--- config.mk ---
export PLATFORM = sky130hd
export DESIGN_NAME = psg_multi
export DESIGN_NICKNAME = d
export VERILOG_FILES = /design/src/rtl/psg_pkg.sv /design/src/rtl/psg_env_gen.sv /design/src/rtl/psg_multi.sv
export SDC_FILE = /design/constraint.sdc
export NUM_CORES = 1
export LEC_CHECK = 0
export BUFFER_PORTS_ARGS = -buffer_cell sky130_fd_sc_hd__buf_2
export CAP_MARGIN = 5
export CORE_UTILIZATION = 30
export DETAILED_ROUTE_END_ITERATION = 8
export PLACE_DENSITY = 0.53
export RECOVER_POWER = 50
export SLEW_MARGIN = 20
export SYNTH_ARGS = -nofsm -noshare
export SYNTH_HDL_FRONTEND = slang
export SYNTH_SLANG_ARGS = --single-unit
--- constraint.sdc ---
create_clock -name CLK -period 4.5 [get_ports CLK]
set_clock_uncertainty 0.05 [all_clocks]
set_input_delay 0.675 -clock CLK [delete_from_list [all_inputs] [get_ports CLK]]
set_output_delay 0.675 -clock CLK [all_outputs]
set_load 0.05 [all_outputs]
--- src/rtl/psg_pkg.sv ---
// Shared constants for the multi-channel PSG: level table, register map,
// envelope shape bit positions and the noise LFSR seed.
package psg_pkg;

  // Log-scaled output level, index 0 silent, index 31 full scale.
  localparam logic [7:0] VOL_TABLE [32] = '{
    8'h00, 8'h01, 8'h02, 8'h03, 8'h04, 8'h05, 8'h06, 8'h07,
    8'h08, 8'h0A, 8'h0C, 8'h0E, 8'h10, 8'h13, 8'h16, 8'h1A,
    8'h1F, 8'h25, 8'h2B, 8'h33, 8'h3C, 8'h47, 8'h54, 8'h63,
    8'h75, 8'h8A, 8'hA3, 8'hC0, 8'hD2, 8'hE2, 8'hF0, 8'hFF
  };

  localparam logic [2:0] OFS_TONE_LO = 3'd0;
  localparam logic [2:0] OFS_TONE_HI = 3'd1;
  localparam logic [2:0] OFS_VOL     = 3'd2;
  localparam logic [2:0] OFS_ENV_LO  = 3'd3;
  localparam logic [2:0] OFS_ENV_HI  = 3'd4;
  localparam logic [2:0] OFS_SHAPE   = 3'd5;
  localparam logic [2:0] OFS_MIXER   = 3'd6;
  localparam logic [7:0] ADDR_NOISE  = 8'hF8;

  localparam int SH_HOLD = 0;
  localparam int SH_ALT  = 1;
  localparam int SH_ATT  = 2;
  localparam int SH_CONT = 3;

  localparam logic [16:0] LFSR_SEED = 17'h1;

endpackage

--- src/rtl/psg_env_gen.sv ---
// One envelope generator: 16-bit step counter, 5-bit volume and a run/hold
// state machine driven by the CONT/ATT/ALT/HOLD shape bits.
module psg_env_gen
  import psg_pkg::*;
(
  input  logic        clk,
  input  logic        reset,
  input  logic        ena,
  input  logic        restart,
  input  logic [3:0]  shape,
  input  logic [15:0] period,
  output logic [4:0]  vol
);

  localparam logic [0:0] ENV_RUN  = 1'b0;
  localparam logic [0:0] ENV_HOLD = 1'b1;

  logic [0:0]  state;
  logic [15:0] cnt;
  logic [15:0] last;
  logic        dir_up;
  logic        step;
  logic        at_end;

  assign last   = (period == 16'd0) ? 16'd0 : period - 16'd1;
  assign step   = ena && (cnt >= last);
  assign at_end = dir_up ? (vol == 5'd31) : (vol == 5'd0);

  // A restart in the same cycle as a step wins; the step is dropped.
  always_ff @(posedge clk) begin
    if (reset) begin
      cnt    <= '0;
      vol    <= '0;
      dir_up <= 1'b0;
      state  <= ENV_HOLD;
    end else if (restart) begin
      cnt    <= '0;
      state  <= ENV_RUN;
      dir_up <= shape[SH_ATT];
      vol    <= shape[SH_ATT] ? 5'd0 : 5'd31;
    end else begin
      if (ena) cnt <= step ? 16'd0 : cnt + 16'd1;
      if (step && state == ENV_RUN) begin
        if (!at_end) begin
          vol <= dir_up ? vol + 5'd1 : vol - 5'd1;
        end else if (!shape[SH_CONT]) begin
          vol   <= 5'd0;
          state <= ENV_HOLD;
        end else if (shape[SH_HOLD]) begin
          vol   <= shape[SH_ALT] ? ~vol : vol;
          state <= ENV_HOLD;
        end else if (shape[SH_ALT]) begin
          // Reverse without repeating the endpoint.
          dir_up <= !dir_up;
          vol    <= dir_up ? 5'd30 : 5'd1;
        end else begin
          vol <= dir_up ? 5'd0 : 5'd31;
        end
      end
    end
  end

endmodule

--- src/rtl/psg_multi.sv ---
// Multi-channel PSG: tone channels, shared 17-bit noise, per-channel envelopes
// and a registered mix. Define PSG_STEREO_PAN_EN for per-channel pan and MIX_R.
module psg_multi
  import psg_pkg::*;
#(
  parameter int CHANNELS = 3,
  parameter int TONE_W   = 12,
  parameter int DIV      = 8,
  parameter int MIX_W    = 8 + $clog2(CHANNELS + 1)
) (
  input  logic                  CLK,
  input  logic                  RESET,
  input  logic                  CE,
  input  logic                  WR,
  input  logic [7:0]            ADDR,
  input  logic [7:0]            WDATA,
  output logic [7:0]            RDATA,
  output logic [CHANNELS*8-1:0] CH_OUT,
  output logic [MIX_W-1:0]      MIX
`ifdef PSG_STEREO_PAN_EN
  ,
  output logic [MIX_W-1:0]      MIX_R
`endif
);

  localparam int PRE_W = $clog2(DIV);
`ifdef PSG_STEREO_PAN_EN
  localparam int MIXER_W = 4;
`else
  localparam int MIXER_W = 2;
`endif

  logic [PRE_W-1:0]   pre_cnt;
  logic               ena;
  logic               noise_phase;
  logic               noise_tick;
  logic [4:0]         noise_per;
  logic [4:0]         noise_cnt;
  logic [4:0]         noise_last;
  logic [16:0]        lfsr;
  logic [4:0]         ch_sel;
  logic [2:0]         ofs;

  logic [TONE_W-1:0]  tone_per  [CHANNELS];
  logic [TONE_W-1:0]  tone_cnt  [CHANNELS];
  logic [CHANNELS-1:0] tone;
  logic [4:0]         vol_reg   [CHANNELS];
  logic [15:0]        env_per   [CHANNELS];
  logic [3:0]         shape_reg [CHANNELS];
  logic [MIXER_W-1:0] mixer     [CHANNELS];
  logic [CHANNELS-1:0] env_restart;
  logic [3:0]         env_shape [CHANNELS];
  logic [4:0]         env_vol   [CHANNELS];
  logic [CHANNELS-1:0] gate;
  logic [4:0]         level_idx [CHANNELS];
  logic [MIX_W-1:0]   sum_l;
`ifdef PSG_STEREO_PAN_EN
  logic [MIX_W-1:0]   sum_r;
`endif

  assign ch_sel = ADDR[7:3];
  assign ofs    = ADDR[2:0];

  assign ena        = CE && (pre_cnt == PRE_W'(DIV - 1));
  assign noise_tick = ena && noise_phase;
  assign noise_last = (noise_per == 5'd0) ? 5'd0 : noise_per - 5'd1;

  always_ff @(posedge CLK) begin
    if (RESET) begin
      pre_cnt <= '0;
    end else if (CE) begin
      pre_cnt <= ena ? '0 : pre_cnt + 1'b1;
    end
  end

  always_ff @(posedge CLK) begin
    if (RESET) begin
      noise_phase <= 1'b0;
      noise_cnt   <= '0;
      lfsr        <= LFSR_SEED;
    end else begin
      if (ena) noise_phase <= !noise_phase;
      if (noise_tick) begin
        if (noise_cnt >= noise_last) begin
          noise_cnt <= '0;
          lfsr      <= {lfsr[0] ^ lfsr[3], lfsr[16:1]};
        end else begin
          noise_cnt <= noise_cnt + 5'd1;
        end
      end
    end
  end

  always_ff @(posedge CLK) begin
    if (RESET) begin
      noise_per <= '0;
      for (int c = 0; c < CHANNELS; c++) begin
        tone_per[c]  <= '0;
        vol_reg[c]   <= '0;
        env_per[c]   <= '0;
        shape_reg[c] <= '0;
        mixer[c]     <= MIXER_W'(2'b11);
      end
    end else if (WR) begin
      if (ADDR == ADDR_NOISE) noise_per <= WDATA[4:0];
      for (int c = 0; c < CHANNELS; c++) begin
        if (int'(ch_sel) == c) begin
          case (ofs)
            OFS_TONE_LO: tone_per[c][7:0]        <= WDATA;
            OFS_TONE_HI: tone_per[c][TONE_W-1:8] <= WDATA[TONE_W-9:0];
            OFS_VOL:     vol_reg[c]              <= WDATA[4:0];
            OFS_ENV_LO:  env_per[c][7:0]         <= WDATA;
            OFS_ENV_HI:  env_per[c][15:8]        <= WDATA;
            OFS_SHAPE:   shape_reg[c]            <= WDATA[3:0];
            OFS_MIXER:   mixer[c]                <= WDATA[MIXER_W-1:0];
            default: ;
          endcase
        end
      end
    end
  end

  // The envelope restarts with the shape being written, not the old one.
  always_comb begin
    env_restart = '0;
    for (int c = 0; c < CHANNELS; c++) begin
      env_restart[c] = WR && (int'(ch_sel) == c) && (ofs == OFS_SHAPE);
      env_shape[c]   = env_restart[c] ? WDATA[3:0] : shape_reg[c];
    end
  end

  for (genvar g = 0; g < CHANNELS; g++) begin : g_ch
    psg_env_gen u_env (
      .clk     (CLK),
      .reset   (RESET),
      .ena     (ena),
      .restart (env_restart[g]),
      .shape   (env_shape[g]),
      .period  (env_per[g]),
      .vol     (env_vol[g])
    );
  end

  always_ff @(posedge CLK) begin
    if (RESET) begin
      tone <= '0;
      for (int c = 0; c < CHANNELS; c++) tone_cnt[c] <= '0;
    end else if (ena) begin
      for (int c = 0; c < CHANNELS; c++) begin
        if (tone_per[c] == '0) begin
          tone_cnt[c] <= '0;
          tone[c]     <= 1'b1;
        end else if (tone_cnt[c] >= tone_per[c] - TONE_W'(1)) begin
          tone_cnt[c] <= '0;
          tone[c]     <= !tone[c];
        end else begin
          tone_cnt[c] <= tone_cnt[c] + TONE_W'(1);
        end
      end
    end
  end

  always_comb begin
    gate = '0;
    for (int c = 0; c < CHANNELS; c++) begin
      gate[c] = (tone[c] | mixer[c][0]) & (lfsr[0] | mixer[c][1]);
      if (!gate[c])          level_idx[c] = 5'd0;
      else if (vol_reg[c][4]) level_idx[c] = env_vol[c];
      else                    level_idx[c] = {vol_reg[c][3:0], vol_reg[c][3]};
    end
  end

  always_ff @(posedge CLK) begin
    if (RESET) begin
      CH_OUT <= '0;
    end else begin
      for (int c = 0; c < CHANNELS; c++) CH_OUT[c*8 +: 8] <= VOL_TABLE[level_idx[c]];
    end
  end

  // Pan 00 centre, 01 left, 10 right, 11 mute.
  always_comb begin
    sum_l = '0;
`ifdef PSG_STEREO_PAN_EN
    sum_r = '0;
    for (int c = 0; c < CHANNELS; c++) begin
      if (mixer[c][3:2] == 2'b00 || mixer[c][3:2] == 2'b01)
        sum_l = sum_l + MIX_W'(CH_OUT[c*8 +: 8]);
      if (mixer[c][3:2] == 2'b00 || mixer[c][3:2] == 2'b10)
        sum_r = sum_r + MIX_W'(CH_OUT[c*8 +: 8]);
    end
`else
    for (int c = 0; c < CHANNELS; c++) sum_l = sum_l + MIX_W'(CH_OUT[c*8 +: 8]);
`endif
  end

  always_ff @(posedge CLK) begin
    if (RESET) begin
      MIX <= '0;
`ifdef PSG_STEREO_PAN_EN
      MIX_R <= '0;
`endif
    end else begin
      MIX <= sum_l;
`ifdef PSG_STEREO_PAN_EN
      MIX_R <= sum_r;
`endif
    end
  end

  always_comb begin
    RDATA = 8'hFF;
    if (ADDR == ADDR_NOISE) begin
      RDATA = {3'b000, noise_per};
    end else begin
      for (int c = 0; c < CHANNELS; c++) begin
        if (int'(ch_sel) == c) begin
          case (ofs)
            OFS_TONE_LO: RDATA = tone_per[c][7:0];
            OFS_TONE_HI: RDATA = 8'(tone_per[c][TONE_W-1:8]);
            OFS_VOL:     RDATA = {3'b000, vol_reg[c]};
            OFS_ENV_LO:  RDATA = env_per[c][7:0];
            OFS_ENV_HI:  RDATA = env_per[c][15:8];
            OFS_SHAPE:   RDATA = {4'b0000, shape_reg[c]};
            OFS_MIXER:   RDATA = 8'(mixer[c]);
            default:     RDATA = 8'hFF;
          endcase
        end
      end
    end
  end

endmodule

After elaboration in Yosys (flattened, before gate mapping) --
Memories as Yosys holds them, arrays and structs flattened. A register that Yosys moved wholly into a read port is not among the register bits. Cells that the tools add are included.
Cells by class: add/sub/neg operators 23, $lt $le $gt $ge 7, equality and inequality tests 22, multiplexer cells 265, bitwise gates (word level) 49, reductions and logical operators 65
Operators by type and width (count):
- $mux 5 | 44
- $mux 1 | 177
- $pmux 8 s7 | 3
- $mux 12 | 9
- $mux 8 | 13
- $mux 16 | 6
- $add 16x1->16 const B | 3
- $ge 16x16->1 | 3
- $logic_not 16->1 | 3
- $sub 16x1->16 const B | 3
- $add 12x1->12 const B | 3
- $ge 12x12->1 | 3
- $logic_not 12->1 | 3
- $mux 4 | 9
- $or 1x1->1 | 36
- $sub 12x1->12 const B | 3
- $reduce_bool 2->1 | 15
- $logic_not 5->1 | 5
- $add 5x1->5 const B | 4
- $sub 5x1->5 const B | 4
- $not 5->6 | 3
- $reduce_and 2->1 | 8
- $eq 5x5->1 const B | 3
- $ne 5x4->1 const B | 3
- other kinds (24) | 65
Word-level totals: register bits 113, bits in writable memories 153, bits in read-only memories 768, bits of input ports 20, output and inout bits 42, logic and storage cells 461, memories kept 9
Memories:
- (no name shown) | words 32, bits a word 8, read ports 1, clocked after memory_dff 1, write ports 0, line psg_multi.sv:177 | for (int c = 0; c < CHANNELS; c++) CH_OUT[c*8 +: 8] <= VOL_TABLE[level_idx[c]];
- (no name shown) | words 32, bits a word 8, read ports 1, clocked after memory_dff 1, write ports 0, line psg_multi.sv:177
- (no name shown) | words 32, bits a word 8, read ports 1, clocked after memory_dff 1, write ports 0, line psg_multi.sv:177
- env_per | words 3, bits a word 16, read ports 3, clocked after memory_dff 0, write ports 3, line psg_multi.sv:48 | logic [15:0] env_per [CHANNELS];
- tone_cnt | words 3, bits a word 12, read ports 3, clocked after memory_dff 0, write ports 3, line psg_multi.sv:45 | logic [TONE_W-1:0] tone_cnt [CHANNELS];
- tone_per | words 3, bits a word 12, read ports 3, clocked after memory_dff 0, write ports 3, line psg_multi.sv:44 | logic [TONE_W-1:0] tone_per [CHANNELS];
- 3 more memories

Logic depth before layout (Yosys ltp) --
Gate-level depths: netlist of run 1.
depth after elaboration 10, gate-level depth with buffers 15, gate-level depth less buffers 13

Cells and area by module --
From an unflattened synthesis of run 1, not the netlist that was laid out.
Second synthesis, totals: cells, all modules 1987, area total of the unflattened synthesis 18934.4 um^2
Modules (own cells, without submodules):
- psg_multi | times used 1, cells each 1233, area an instance 12832.3 um^2, sequential area each 5955.7 um^2
- psg_env_gen (g_ch[2].u_env) | times used 1, cells each 259, area an instance 2107.0 um^2, sequential area each 460.4 um^2
- psg_env_gen (g_ch[0].u_env) | times used 1, cells each 248, area an instance 2021.9 um^2, sequential area each 460.4 um^2
- psg_env_gen (g_ch[1].u_env) | times used 1, cells each 247, area an instance 1973.1 um^2, sequential area each 460.4 um^2

Least setup slack after synthesis of run 1 --
OpenSTA, ideal clock, no wires.
kind reg-to-reg, from memory env_per[0][4], to register g_ch[0].u_env.dir_up, library setup time 0.120 ns, arrival time 3.540 ns, data required time 4.330 ns, setup slack 0.790 ns, stages on the path, launching flop included 14, buffers on the path 0, period minus slack after synthesis 3.710 ns, cell sequence edfxtp_1 -> or3_1 -> nor4_2 -> nand2_1 -> nor3b_1 -> xor2_1 -> nand2_1 -> ha_1 -> and4_4 -> nand2_2 -> or4_4 -> a311oi_4 -> a31oi_1 -> o31a_1
RTL lines:
- start, declared | line psg_multi.sv:48
- end signal, assigned | line psg_env_gen.sv:39 | dir_up <= shape[SH_ATT];
- end signal, assigned | line psg_env_gen.sv:54 | dir_up <= !dir_up;
- end, declared | line psg_env_gen.sv:21 | logic dir_up;

Final worst setup path of run 1 --
from input ADDR[2], to output RDATA[4]
Between the ends: cells in the longest elaborated chain, start to end 6, elaborated cells on any way between the ends 15, classes of those cells eq/ne: 7; mux: 7; reduce/logical: 1
RTL lines:
- start, declared | line psg_multi.sv:15 | input logic [7:0] ADDR,
- $eq 3x3->1 (tied with other cells) | line psg_multi.sv:218 | case (ofs)
- $pmux 8 s7 | line psg_multi.sv:218
- $mux 8 (3 in series) | line psg_multi.sv:217 | if (int'(ch_sel) == c) begin
- $mux 8 * | line psg_multi.sv:213 | if (ADDR == ADDR_NOISE) begin
- end, declared | line psg_multi.sv:17 | output logic [7:0] RDATA,
Mark *: on every way between the ends. The rest lies on a longest branch, timed or not.

==> results.py, run 1 <==
metrics = {
    "timing": {
        "final_max_slew_viol_count": 0,
        "fmax_mhz": 230.6,
        "period_needed_ns": 4.337,
        "rsz0062_at_grt": "no",
        "max_slew_margin_pct": 17.79,
        "fin_setup_tns_ns": 0,
        "hold_viol": 0,
        "fin_crit_sh_pct": 96.38,
        "setup_ws_ns": 0.1629,
        "worst_pin_slew_ns": 1.199,
        "fin_hold_ws_ns": 0.4011,
        "setup_violations": 0,
    },
    "placement": {
        "placed_cells": 2801,
        "dp_hpwl_um": 40710,
        "port_buffers": 61,
        "routabilityCongestion": 0.9276,
        "placed_cell_area_um2": 19800,
        "dp_slack_ns": 0.4006,
    },
    "floorplanning": {
        "io_pins": 62,
        "coreArea_um2": 60580,
        "dieArea_um2": 62580,
        "num_rows": 90,
        "die_h_um": 250.2,
        "initial_utilization_pct": 30.50,
        "die_w_um": 250.2,
    },
    "detailed_routing": {
        "post_drt_wl_per_cell_um": 18.68,
        "firstDrtPassIters": 6,
        "drt-initial-drc-count": 1101,
        "routed_via_density": 5.298,
        "antenna_left": 0,
        "drc_errors": 0,
        "wirelength_um": 53530,
        "vias": 15185,
    },
    "grt": {
        "grt_usage_pct": 16.92,
        "grt_first_pass_wirelength_um": 83320,
        "grt_max_degree": 59,
        "grt_antenna_before_repair": 4,
        "grt_pass1_vias": 14620,
        "overflow": 0,
    },
    "final_layout": {
        "area_growth_pct": 12.92,
        "drive_gt1_share_pct": 7.544,
        "top_regs": "env_per x48, g_ch.u_env.cnt x48",
        "finish.utilization_pct": 34.44,
        "layoutNonFillerInstCount": 2866,
        "finalInstanceArea_um2": 20860,
        "nets": 2242,
    },
    "worst_hold_path": {
        "hold_path.class": "flip-flop to flip-flop",
    },
    "run": {
        "cap_violations": 0,
    },
    "pwr": {
        "p_total_mw": 6.538,
        "powerDensity_nw_per_um2": 313.4,
        "peakVddDrop_mv": 0.1982,
        "leakage_nw": 8.048,
    },
    "clocking": {
        "htreeDepth": 2,
        "clkLatencyLatePin_ns": 0.56,
        "numCtsBuffers": 35,
        "clock_sinks": 290,
        "cts_tree": "yes",
        "root_buffer": "clkbuf_16",
        "clk_pin_slew_worst_paths_ns": 0.06,
        "cts_max_path_buffers": 3,
        "postCtsHoldBufs": 0,
    },
    "synth": {
        "synth_fp_nets": 2170,
        "synth_cell_types": 89,
        "syn_area_um2": 18480,
        "yosysSeqAreaShare_pct": 39.71,
        "async_flop_share_pct": 0,
        "syn_inst": 1984,
        "ys_warn_count": 0,
        "syn_avg_cell_area_um2": 9.312,
        "ys_ff_latch": 290,
        "synth_edf_count": 153,
        "synth_ff_type": "edfxtp_1",
    },
    "setup_path": {
        "crit_type": "input port to output port",
        "critical_path_arrival_ns": 3.61,
        "required_ns": 3.77,
        "start_kind": "input port",
        "cp-end-kind": "output port",
        "crit_fanout": 21,
    },
    "status": {
        "status": "finished, final reports clean",
    },
}
-- area by class of cell --
type                            instances  area (um2)
Tap cell                              782       978.4
Clock buffer                           43       989.7
Sequential cell                       290        7337
Inverter                               72       270.3
Fill cell                            6214       39720
Clock inverter                         19       176.4
Antenna cell                            3       7.507
Multi-Input combinational cell       1553       10580
Timing Repair Buffer                  104       520.5
-- report_power, final --
group	internal, mW	switching [mW]
sequential	2.87	0.131
combinational	0.227	0.413
clock	1.74	1.17
-- cell families (layout without fill, tap and decap cells) --
| kind of cell | after synthesis | count (layout) | share of synthesized area (%) |
|---|---|---|---|
| AND/OR/NAND/NOR | 776 | 776 | 20.45 |
| AO/OA/AOI/OAI | 394 | 394 | 14.05 |
| flip-flops | 290 | 290 | 39.71 |
| adder cells (fa/ha/maj) | 166 | 166 | 11.73 |
| XOR/XNOR | 163 | 163 | 7.727 |
| buffers and inverters | 141 | 238 | 3.000 |
| multiplexers | 54 | 54 | 3.325 |
| other | 0 | 3 | 0 |
-- critical path, cell delays in order --
cell,delay (ns)
clkbuf_1,0.71
nor3b_1,0.32
clkbuf_1,0.61
a21oi_1,0.16
o21ai_0,0.12
nand3_1,0.22
a21oi_1,0.42
buf_2,0.34
-- final timing paths --
check	start	to	slack (ns)	cells past startpoint
max	ADDR[2]	RDATA[4]	0.16	8
min	lfsr[2]	lfsr[1]	0.40	2
max reg2reg	env_per[0][4]	g_ch[0].u_env.dir_up	0.42	13
min reg2reg	lfsr[2]	lfsr[1]	0.40	2
-- layout by cell type, fill, tap and decap left out, types with 16 or more instances in the layout --
cell / n
dfxtp_1: 137
a21oi_1: 109
mux2_2: 19
and3_1: 26
xor2_1: 83
nand3_1: 74
ha_1: 154
inv_1: 71
buf_4: 27
nand2b_1: 28
nor2_1: 222
mux2i_1: 29
buf_2: 23
nand2_1: 198
a21o_1: 29
nand4_1: 29
and2_1: 20
nor2b_1: 16
nor3_1: 59
xnor2_1: 80
clkbuf_1: 57
edfxtp_1: 153
o21ai_0: 77
clkbuf_16: 38
a211oi_1: 28
a22oi_1: 29
nor4_1: 26
-- what timing repair did --
action / 4_1_cts / 5_1_grt
resized for setup: 0 / 1
setup buffers: 0 / 0
endpoints found under the setup margin: 0 / 1
-- synth_stat cells, types with 29 or more instances --
cell type,count,area [um2]
nand2_1,197,739.5
edfxtp_1,153,4594
and2_1,30,187.7
nor3_1,58,290.3
a21o_1,29,217.7
inv_1,70,262.8
dfxtp_1,137,2743
nor2_1,223,837.1
xor2_1,83,727.0
nand3_1,74,370.4
nand4_1,29,181.4
o21ai_0,77,385.4
ha_1,154,1927
a22oi_1,29,217.7
clkbuf_1,42,157.7
a21oi_1,109,545.5
mux2i_1,31,310.3
xnor2_1,80,700.7
-- routing by layer --
layer,share of wire (%),GRT usage [%],vias to the layer above
li1,-,-,7364
met5,0.062,0,-
met2,44,26.48,408
met3,6.6,3.627,102
met4,3.7,6.486,4
met1,46,22.70,7307
No activity file was read; power rests on OpenSTA's default activity.
==> run 2, diff against run 1 <==
--- a/config.mk
+++ b/config.mk
@@ -6,7 +6,6 @@
 export NUM_CORES = 1
 export LEC_CHECK = 0
 export BUFFER_PORTS_ARGS = -buffer_cell sky130_fd_sc_hd__buf_2
-export CAP_MARGIN = 5
 export CORE_UTILIZATION = 30
 export DETAILED_ROUTE_END_ITERATION = 8
 export PLACE_DENSITY = 0.53
==> constraint.sdc (replaced) <==
create_clock -name CLK -period 5.3 [get_ports CLK]
set_clock_uncertainty 0.05 [all_clocks]
set_input_delay 0.795 -clock CLK [delete_from_list [all_inputs] [get_ports CLK]]
set_output_delay 0.795 -clock CLK [all_outputs]
set_load 0.05 [all_outputs]
==> run 2 against run 1 <==
Effect of this change: the run now ends with capacitance limit, slew limit left; die area stayed put; global-route usage hardly changed; critical path depth grew 1; critical path type unchanged; critical endpoint is now RDATA[1]; largest power group unchanged.
==> results.py, run 2 (same netlist as run 1, synthesis figures left out) <==
metrics = {
    "status": {
        "status": "complete, but fails checks",
        "violations": "capacitance limit, slew limit",
    },
    "clocking": {
        "post-cts-setup-buffers": 0,
        "numCtsBuffers": 37,
        "cts_max_path_buffers": 3,
        "clock_sinks": 290,
        "cts_tree": "yes",
        "cts_resized": 0,
        "root_buffer": "clkbuf_16",
        "htreeDepth": 2,
        "clkLatencyLatePin_ns": 0.56,
        "clk_pin_slew_worst_paths_ns": 0.06,
        "postCtsHoldBufs": 0,
    },
    "grt": {
        "grt_pass1_vias": 14545,
        "grt_max_degree": 59,
        "grt_usage_pct": 16.89,
        "overflow": 0,
        "grt_first_pass_wirelength_um": 83020,
        "grt_antenna_before_repair": 1,
    },
    "setup_path": {
        "crit_slowest_cell": "clkbuf_1",
        "cp_cell_sequence": "clkbuf_1 > or4_1 > clkbuf_1 > nor2_1 > o211ai_1 > a21oi_1 > a2111o_1 > a22oi_1 > buf_2",
        "cpPeakStageDelay_ns": 0.64,
        "critical_path_arrival_ns": 3.55,
        "crit_buf_inv": 3,
        "required_ns": 4.45,
        "timing.reg2reg.setup_slack_ns": 0.97,
        "crit_fanout": 10,
        "cp-end-kind": "output port",
        "cp_top_family": "buffers and inverters",
        "crit_top_cell": "clkbuf_1",
        "start_kind": "input port",
        "crit_type": "input port to output port",
    },
    "timing": {
        "max_slew_margin_pct": -119.4,
        "period_needed_ns": 4.399,
        "fin_crit_sh_pct": 83.00,
        "fin_hold_ws_ns": 0.3898,
        "final_max_slew_viol_count": 59,
        "fin_setup_tns_ns": 0,
        "setup_violations": 0,
        "rsz0062_at_grt": "no",
        "hold_viol": 0,
        "fmax_mhz": 227.3,
        "worst_pin_slew_ns": 3.291,
    },
    "final_layout": {
        "nFillCells": 6158,
        "nets": 2226,
        "diodes": 0,
        "top_regs": "env_per x48, g_ch.u_env.cnt x48",
        "seq_area_um2": 7337,
        "area_growth_pct": 12.26,
        "multiInputGateArea_um2": 10590,
        "drive_gt1_share_pct": 7.302,
        "layout_commonest_cell": "nor2_1",
        "layoutNonFillerInstCount": 2850,
        "final_cell_mix": "222 x nor2_1, 198 x nand2_1, 154 x ha_1",
    },
    "detailed_routing": {
        "wirelength_um": 53450,
        "met1_length_um": 24890,
        "drc_errors": 0,
        "firstDrtPassIters": 5,
        "highest_layer": "met5",
        "drt-initial-drc-count": 1226,
        "vias": 15166,
        "post_drt_wl_per_cell_um": 18.75,
        "routed_via_density": 5.321,
        "antenna_left": 0,
        "wl_met2_um": 23500,
        "detailroute.wirelength.met3_um": 3078,
    },
    "floorplanning": {
        "coreArea_um2": 60580,
        "dieArea_um2": 62580,
        "die_h_um": 250.2,
        "num_rows": 90,
        "initial_utilization_pct": 30.50,
        "die_w_um": 250.2,
        "io_pins": 62,
    },
    "pwr": {
        "peakVddDrop_mv": 0.1584,
        "powerDensity_nw_per_um2": 265.8,
        "leakage_nw": 7.980,
    },
    "placement": {
        "dp_hpwl_um": 40570,
        "port_buffers": 61,
        "routabilityCongestion": 0.9394,
        "placed_cells": 2783,
    },
    "worst_hold_path": {
        "hold_path.class": "flip-flop to flip-flop",
    },
    "run": {
        "cap_violations": 1,
    },
}
-- run 2: changes by cell type in the layout (fill, tap and decap cells not counted), moves of 2 or more --
cell / delta
and2_0: -3
clkbuf_1: -2
clkinvlp_4: +3
and2_1: +3
buf_4: -12
clkinv_1: -3
diode_2: -3
-- run 2: final cells by class --
class                           count  area share [%]
Sequential cell                   290           35.38
Tap cell                          782           4.718
Clock buffer                       47           4.742
Inverter                           72           1.303
Timing Repair Buffer               86           1.973
Multi-Input combinational cell   1553           51.06
Clock inverter                     20          0.8265
-- run 2: routing by layer --
metal	GRT usage [%]	vias up
li1	-	7329
met4	6.766	2
met3	2.546	107
met5	0	-
met2	26.30	404
met1	23.36	7324
-- run 2: worst paths after layout --
kind / from / to / cells after the start
hold reg to reg: lfsr[11] / lfsr[10] / 2
setup / recovery: ADDR[4] / RDATA[1] / 9
setup reg to reg: env_per[0][4] / g_ch[0].u_env.vol[3] / 11
hold / removal: lfsr[11] / lfsr[10] / 2
-- run 2: where the power goes --
part / total [mW] / switching, mW / internal (mW)
Clock: 2.42 / 1.01 / 1.42
Sequential: 2.55 / 0.111 / 2.43
Combinational: 0.543 / 0.353 / 0.191
-- run 2: through the flow --
stage	total power [mW]	setup WS (ns)	instance area [um2]	util (%)
6_report	5.512	0.9009	20740	34.23
5_1_grt	5.721	0.6321	20740	34.23
4_1_cts	5.573	0.9868	20820	34.37
3_5_place_dp	3.132	0.9972	19670	32.46
3_3_place_gp	3.122	1.031	19670	32.46
2_1_floorplan	2.934	1.582	18480	-
-- run 2: worst register-to-register path, cell delays in order, from the launching register on --
cell,delay [ns]
edfxtp_1,0.44
or3_1,0.46
nor4_2,0.35
nand4_1,0.52
and2_1,0.36
ha_1,0.27
nand2b_1,0.10
a2111oi_0,0.09
or4_4,0.56
a311oi_4,0.54
a21o_1,0.24
a211oi_1,0.08
==> run 3, diff against run 2 <==
==> constraint.sdc (replaced) <==
create_clock -name CLK -period 4.45 [get_ports CLK]
set_clock_uncertainty 0.05 [all_clocks]
set_input_delay 0.6675 -clock CLK [delete_from_list [all_inputs] [get_ports CLK]]
set_output_delay 0.6675 -clock CLK [all_outputs]
set_load 0.05 [all_outputs]
==> run 3 against run 2 <==
Effect of this change: the run now ends clean; register-to-register slack worse by 0.62 ns; sequential share of layout area is 0.14 points lower; via count is 0.69% higher; critical path type unchanged; largest cell class unchanged; cell area is 0.39% higher; critical endpoint unchanged; clock-buffer cell count is 5 lower; global-route usage hardly changed; largest power group unchanged; die area stayed put.
==> results.py, run 3 (same netlist as run 1, synthesis figures left out) <==
metrics = {
    "grt": {
        "grt_pass1_vias": 14496,
        "grt_usage_pct": 16.91,
        "grt_antenna_before_repair": 1,
        "grt_max_degree": 59,
        "grt_first_pass_wirelength_um": 83470,
        "overflow": 0,
    },
    "setup_path": {
        "crit_type": "input port to output port",
        "cp-end-kind": "output port",
        "crit_fanout": 26,
        "crit_slowest_cell": "clkbuf_1",
        "start_kind": "input port",
        "crit_top_cell": "a22oi_1",
        "cp_cell_sequence": "clkbuf_1 > buf_4 > a22oi_1 > o211ai_1 > o21ai_0 > a2111o_1 > a22oi_1 > buf_2",
        "required_ns": 3.73,
        "cpPeakStageDelay_ns": 0.88,
        "critical_path_arrival_ns": 3.54,
    },
    "timing": {
        "setup_violations": 0,
        "worst_pin_slew_ns": 1.240,
        "max_slew_margin_pct": 17.32,
        "fin_crit_sh_pct": 95.67,
        "fmax_mhz": 234.9,
        "rsz0062_at_grt": "no",
        "final_max_slew_viol_count": 0,
        "period_needed_ns": 4.257,
        "fin_setup_tns_ns": 0,
        "hold_viol": 0,
        "fin_hold_ws_ns": 0.4042,
    },
    "floorplanning": {
        "die_h_um": 250.2,
        "initial_utilization_pct": 30.50,
        "io_pins": 62,
        "dieArea_um2": 62580,
        "coreArea_um2": 60580,
        "die_w_um": 250.2,
        "num_rows": 90,
    },
    "clocking": {
        "postCtsHoldBufs": 0,
        "clkLatencyLatePin_ns": 0.55,
        "root_buffer": "clkbuf_16",
        "post-cts-setup-buffers": 0,
        "cts_resized": 0,
        "numCtsBuffers": 36,
        "htreeDepth": 2,
        "cts_max_path_buffers": 3,
        "clk_pin_slew_worst_paths_ns": 0.06,
        "clock_sinks": 290,
        "cts_tree": "yes",
    },
    "placement": {
        "dp_hpwl_um": 40830,
        "port_buffers": 61,
        "routabilityCongestion": 0.9622,
    },
    "detailed_routing": {
        "drc_errors": 0,
        "routed_via_density": 5.328,
        "post_drt_wl_per_cell_um": 18.78,
        "antenna_left": 0,
        "wirelength_um": 53810,
        "firstDrtPassIters": 6,
        "drt-initial-drc-count": 1275,
        "vias": 15271,
    },
    "final_layout": {
        "layout_commonest_cell": "nor2_1",
        "seq_area_um2": 7337,
        "nets": 2243,
        "drive_gt1_share_pct": 7.774,
        "area_growth_pct": 12.69,
        "top_regs": "env_per x48, g_ch.u_env.cnt x48",
        "multiInputGateArea_um2": 10590,
        "diodes": 0,
        "final_cell_mix": "222 x nor2_1, 198 x nand2_1, 154 x ha_1",
        "nFillCells": 6166,
    },
    "pwr": {
        "powerDensity_nw_per_um2": 312.4,
        "leakage_nw": 8.034,
        "peakVddDrop_mv": 0.1999,
        "p_total_mw": 6.504,
    },
    "worst_hold_path": {
        "hold_path.class": "input port to flip-flop",
    },
    "status": {
        "status": "finished, final reports clean",
    },
    "run": {
        "cap_violations": 0,
    },
}
[run 3: cell count changes in the layout (fill, tap and decap cells not counted), sizes merged]
cell / before / now
buf: 39 / 51
clkbuf: 94 / 95
clkinv: 12 / 18
clkinvlp: 4 / 2
inv: 74 / 73
[run 3: worst paths after layout]
check                                   start                    to  slack (ns)  depth (start not counted)
worst min-delay path                       CE            pre_cnt[0]        0.40                          3
worst max register to register  env_per[0][4]  g_ch[0].u_env.dir_up        0.35                         13
worst max-delay path                  ADDR[2]              RDATA[1]        0.19                          8
worst min register to register        lfsr[4]               lfsr[3]        0.41                          2
[run 3: routing by layer]
| layer | track usage (%) | part of all wire, % |
|---|---|---|
| met3 | 2.193 | 5.2 |
| met1 | 23.96 | 47 |
| met5 | 0 | 0.024 |
| met2 | 26.37 | 44 |
| met4 | 5.714 | 3.1 |
[run 3: final cells by class]
type / count / share of cell area (%)
Clock buffer: 42 / 4.537
Clock inverter: 23 / 0.8654
Inverter: 72 / 1.298
Multi-Input combinational cell: 1553 / 50.84
Sequential cell: 290 / 35.24
Tap cell: 782 / 4.700
Timing Repair Buffer: 104 / 2.518
[run 3: critical path: cells and delay by family]
family / cells / cell delay, ns
AOI/OAI and AO/OA: 5 / 1.26
buffers and inverters: 3 / 1.58
[run 3: report_power, final]
part	internal (mW)	switching, mW
sequential	2.90	0.133
clock	1.64	1.18
combinational	0.229	0.419
[run 3: through the flow]
stage | setup slack (ns) | utilization [%] | cells | area [um2]
4_1_cts | 0.3700 | 34.54 | 2866 | 20930
3_3_place_gp | 0.4591 | 32.69 | 2801 | 19800
3_5_place_dp | 0.4026 | 32.69 | 2801 | 19800
2_1_floorplan | 0.7400 | - | 1984 | 18480
6_report | 0.1928 | 34.37 | 2866 | 20820
5_1_grt | 0.09526 | 34.37 | 2866 | 20820
